[src/rtl/rsa_modexp_ctrl.sv]
`default_nettype none
// ============================================================================
//  Module   : rsa_modexp_ctrl
//  Purpose  : Square-and-multiply sequencer for RSA modular exponentiation.
//             Walks the exponent MSB-first and launches one Montgomery
//             multiply at a time. It steers the operand muxes and the result
//             write-back, including the conversion into and out of the
//             Montgomery domain.
//  Revision : 1.0  initial release
// ============================================================================
module rsa_modexp_ctrl #(
    parameter int N          = 1024,
    parameter int CONST_TIME = 1
) (
    input  logic         clk,
    input  logic         rst,
    input  logic         ce,
    input  logic         start,
    input  logic [N-1:0] exp,
    input  logic         mm_done,
    output logic         mm_start,
    output logic [1:0]   sel_a,
    output logic [1:0]   sel_b,
    output logic         wr_en,
    output logic [1:0]   wr_dest,
    output logic         busy,
    output logic         done
);

    localparam int c_CW = $clog2(N);

    // Controller states
    localparam logic [1:0] c_IDLE  = 2'd0;
    localparam logic [1:0] c_ISSUE = 2'd1;
    localparam logic [1:0] c_WAIT  = 2'd2;
    localparam logic [1:0] c_DONE  = 2'd3;

    // Multiply steps of the exponentiation
    localparam logic [2:0] c_TO_MONT   = 3'd0;
    localparam logic [2:0] c_INIT      = 3'd1;
    localparam logic [2:0] c_SQ        = 3'd2;
    localparam logic [2:0] c_MUL       = 3'd3;
    localparam logic [2:0] c_FROM_MONT = 3'd4;

    // Operand / destination encodings
    localparam logic [1:0] c_A_ACC = 2'd0;
    localparam logic [1:0] c_A_MSG = 2'd1;
    localparam logic [1:0] c_A_R2  = 2'd2;
    localparam logic [1:0] c_B_ACC = 2'd0;
    localparam logic [1:0] c_B_XT  = 2'd1;
    localparam logic [1:0] c_B_R2  = 2'd2;
    localparam logic [1:0] c_B_ONE = 2'd3;
    localparam logic [1:0] c_D_ACC = 2'd0;
    localparam logic [1:0] c_D_XT  = 2'd1;
    localparam logic [1:0] c_D_RES = 2'd2;
    localparam logic [1:0] c_D_DUM = 2'd3;

    logic [1:0]      r_state;
    logic [2:0]      r_step;
    logic [N-1:0]    r_exp;
    logic [c_CW-1:0] r_bit_cnt;

    logic       w_bit;
    logic       w_end_bit;
    logic       w_last;
    logic [2:0] w_next_step;
    logic [1:0] w_sel_a;
    logic [1:0] w_sel_b;
    logic [1:0] w_dest;

    // The exponent bit currently being processed always sits in the MSB.
    assign w_bit = r_exp[N-1];

    // Next step after the current multiply completes; a bit ends after its
    // square when the multiply is skipped, or after its multiply.
    always_comb begin
        w_end_bit   = 1'b0;
        w_last      = 1'b0;
        w_next_step = r_step;
        case (r_step)
            c_TO_MONT: w_next_step = c_INIT;
            c_INIT:    w_next_step = c_SQ;
            c_SQ: begin
                if ((CONST_TIME != 0) || w_bit) begin
                    w_next_step = c_MUL;
                end else begin
                    w_end_bit = 1'b1;
                end
            end
            c_MUL:     w_end_bit = 1'b1;
            default:   w_last = 1'b1;
        endcase
        if (w_end_bit) begin
            w_next_step = (r_bit_cnt == '0) ? c_FROM_MONT : c_SQ;
        end
    end

    // Operand steering and write target for the current step.
    always_comb begin
        w_sel_a = c_A_ACC;
        w_sel_b = c_B_ACC;
        w_dest  = c_D_ACC;
        case (r_step)
            c_TO_MONT: begin
                w_sel_a = c_A_MSG;
                w_sel_b = c_B_R2;
                w_dest  = c_D_XT;
            end
            c_INIT: begin
                w_sel_a = c_A_R2;
                w_sel_b = c_B_ONE;
                w_dest  = c_D_ACC;
            end
            c_SQ: begin
                w_sel_a = c_A_ACC;
                w_sel_b = c_B_ACC;
                w_dest  = c_D_ACC;
            end
            c_MUL: begin
                w_sel_a = c_A_ACC;
                w_sel_b = c_B_XT;
                w_dest  = w_bit ? c_D_ACC : c_D_DUM;
            end
            default: begin
                w_sel_a = c_A_ACC;
                w_sel_b = c_B_ONE;
                w_dest  = c_D_RES;
            end
        endcase
    end

    // Control FSM, exponent shifter and bit counter; everything freezes on ce=0.
    always_ff @(posedge clk) begin
        if (rst) begin
            r_state   <= c_IDLE;
            r_step    <= c_TO_MONT;
            r_exp     <= '0;
            r_bit_cnt <= '0;
        end else if (ce) begin
            case (r_state)
                c_IDLE: begin
                    if (start) begin
                        r_exp     <= exp;
                        r_bit_cnt <= c_CW'(N - 1);
                        r_step    <= c_TO_MONT;
                        r_state   <= c_ISSUE;
                    end
                end
                c_ISSUE: r_state <= c_WAIT;
                c_WAIT: begin
                    if (mm_done) begin
                        if (w_last) begin
                            r_state <= c_DONE;
                        end else begin
                            r_state <= c_ISSUE;
                            r_step  <= w_next_step;
                            if (w_end_bit) begin
                                r_exp <= r_exp << 1;
                                if (r_bit_cnt != '0) begin
                                    r_bit_cnt <= r_bit_cnt - 1'b1;
                                end
                            end
                        end
                    end
                end
                default: r_state <= c_IDLE;
            endcase
        end
    end

    // Outputs decode from state; selects read as zero when no operation runs.
    assign busy     = (r_state == c_ISSUE) || (r_state == c_WAIT);
    assign mm_start = (r_state == c_ISSUE);
    assign done     = (r_state == c_DONE);
    assign wr_en    = ce && !rst && (r_state == c_WAIT) && mm_done;
    assign sel_a    = busy ? w_sel_a : 2'd0;
    assign sel_b    = busy ? w_sel_b : 2'd0;
    assign wr_dest  = busy ? w_dest  : 2'd0;

endmodule
`default_nettype wire

[config.mk]
export PLATFORM = sky130hd
export DESIGN_NAME = rsa_modexp_ctrl
export DESIGN_NICKNAME = d
export VERILOG_FILES = /design/src/rtl/rsa_modexp_ctrl.sv
export SDC_FILE = /design/constraint.sdc
export NUM_CORES = 2
export LEC_CHECK = 0
export BUFFER_PORTS_ARGS = -buffer_cell sky130_fd_sc_hd__buf_2
export CAP_MARGIN = 20
export CORE_AREA = 2 2 404 406
export CTS_CLUSTER_DIAMETER = 30
export DETAILED_ROUTE_END_ITERATION = 7
export DIE_AREA = 0 0 406 408
export PLACE_DENSITY_LB_ADDON = 0.2
export SYNTH_ARGS = -nofsm -noshare
export SYNTH_HDL_FRONTEND = slang
export SYNTH_SLANG_ARGS = --single-unit
export TNS_END_PERCENT = 5
[constraint.sdc]
create_clock -name clk -period 2.4 [get_ports clk]
set_input_delay 0.36 -clock clk [delete_from_list [all_inputs] [get_ports clk]]
set_output_delay 0.36 -clock clk [all_outputs]
set_load 0.005 [all_outputs]
==> metrics <==
Mapped Area 0.0453 sq mm; cell taking the most area after synthesis dfxtp_1; Cell Area, Placed 0.0533 sq mm; Iteration-0 DRC Markers 2212; Setup crit end kind register; Starting Density 28.0%; Hold Violations, Final 0; Pwr Total 67.4 mW; worst hold path class input pin to register; num rows 148; clk sinks 1039; sequential-to-total area share from yosys stat 45.9%; Root Buffer Master clkbuf_16; io pins 1039; Mapped Avg Cell Area 9.68 sq um; Synthesis Warnings 0; Clock Latency Late Sink 0.91 ns; post-route ant nets 0; vias in the first global route 44600; power per standard cell area 906 mW/mm^2; Max Slew Vio Count 0; die width 406 um; final worst slack 0.0642 ns; first-pass GRT wire length 252 mm; Core ar. 0.162 sq mm; H-tree depth 5; Crit Path Max Fanout 66; WL per Instance 18.2 um; top cell type's share of synthesized area 45.9%; DRT Wirelength 168 mm; drc violations 0; post-synth net total 5718; die area 0.166 sq mm; Fin Clk Skew 0.0626 ns; setup TNS 0 ns; number of enable flip-flop cells after synthesis 0; share of post-route cells with drive strength above 1 24.5%; CTS tree done; Clk pin slew, worst setup/hold paths 0.04 ns; initial antenna violation count 59; f_max 428 MHz; Max-Cap Viols 0; worst-margin pin slew 0.857 ns; critical path class register to register; unrepaired setup endpoints after global routing yes; Critical Path RT 3.14 ns; overall global routing resource usage 19.2%; via/cell ratio 4.70; Area growth syn-to-layout 64.0%; die height 408 um; static power due to leakage 27.7 nW; routability cong. 0.800; count of cell types in the netlist 41; number of I/O port buffers 1038; Critical Path AT 3.07 ns; outcome completed; largest cells by area after synthesis dfxtp_1 (46%), mux2i_1 (23%), a211oi_1 (17%), nor2_1 (8.6%), buf_2 (2.4%); pre-CTS WS -0.0439 ns; grt ovf 0; largest vdd supply drop 0.000790 V; cell count of the worst hold path 4; Worst Reg-to-Reg Cells 7; Total Nets Final 7815; clk buf depth 4; count leader, synth dfxtp_1; via count 43300; post-route cell area 0.0743 sq mm; largest net degree at the start of global routing 171; Final setup viols 0; fin crit share 97.3%; synth cell count leaders dfxtp_1 (1039), nor2_1 (1036), a211oi_1 (1025), mux2i_1 (1025), clkbuf_1 (238); first-pass detailed-route iteration total 5; Top FF cell, synth dfxtp_1; hpwl dp 110 mm; hold slack 0.348 ns; CP Launch Type register; Synth Instances 4683; Max-slew headroom 42.9%; post-synthesis register bit count 1039; asr flop ratio synth 0%; CTS Buf Count 302; post-route minimum period 2.34 ns
-- layout make-up --
| type | instances | area, sq um |
|---|---|---|
| flip-flops and latches | 1039 | 20800 |
| multi-input cells | 3171 | 22500 |
| clock buffers | 409 | 8590 |
| well taps | 2175 | 2720 |
| diodes | 56 | 140 |
| clock inverters | 106 | 1280 |
| fillers | 15100 | 87300 |
| inverters | 12 | 47.5 |
| repair buffers | 2254 | 18200 |
-- final timing paths --
path | start | slack (ns) | to
worst max-delay path | r_state[0] | 0.06 | r_exp[799]
worst min-delay path | exp[664] | 0.35 | r_exp[664]
worst max register to register | r_state[0] | 0.06 | r_exp[799]
worst min register to register | r_exp[655] | 0.49 | r_exp[655]
-- cells in the final DEF (no fill, tap or decap), types with 53 or more instances in the layout --
cell,instances
a211oi_1,1023
buf_2,1033
buf_4,104
clkbuf_16,319
clkbuf_8,55
clkinv_2,53
dfxtp_1,1037
diode_2,56
dlygate4sd3_1,1028
mux2i_1,1025
nor2_1,1035
-- cells by family (layout without fill, tap and decap cells) --
family / Yosys count / count (layout) / synth area share, %
AND/OR/NAND/NOR: 1074 / 1074 / 9.08
AO/OA/AOI/OAI: 1065 / 1065 / 17.6
flip-flops: 1039 / 1039 / 45.9
multiplexers: 1026 / 1026 / 22.7
buffers and inverters: 473 / 2781 / 4.55
adder cells (fa/ha/maj): 6 / 6 / 0.166
other: 0 / 56 / 0
-- critical path: stages, from the launching register on --
cell      delay [ns]
dfxtp_2         0.33
inv_4           0.07
ha_4            0.16
buf_16          0.10
buf_4           0.23
buf_12          0.41
mux2i_1         0.66
a211oi_1        0.17
-- per-layer routing --
layer  wire length (um)  part of all wire [%]  GRT usage, %
met4               7940                   4.7          10.4
met1              72000                    43          23.1
met5                 71                 0.042             0
met2              77500                    46          30.8
met3              10500                   6.2          5.41
-- report_power, final --
part | switching (mW) | internal (mW) | total [mW]
Combinational | 4.24 | 4.48 | 8.71
Clock | 11.3 | 27.4 | 38.6
Sequential | 0.969 | 19.0 | 20.0
-- registers in the layout, summed over array words and instances, names as in the netlist --
signal and count:
r_exp 1024, r_bit_cnt 10, r_state 2, r_step 3
-- metrics by stage --
| step | std cells | utilization, % |
|---|---|---|
| after global placement | 7597 | 33.0 |
| after detailed placement | 7597 | 33.0 |
| after CTS | 9148 | 45.6 |
| final | 9222 | 46.0 |
| after global routing | 9213 | 46.0 |
| after floorplan | 4683 | - |
-- timing repair --
action	CTS	global route
pin swaps	4	1
hold buffers	1028	0
cloned	1	13
setup endpoints to repair	110	229
gates resized for setup	20	28
setup buffers	7	5
hold endpoints to repair	1037	0
Power figures use the tool's default switching activity.
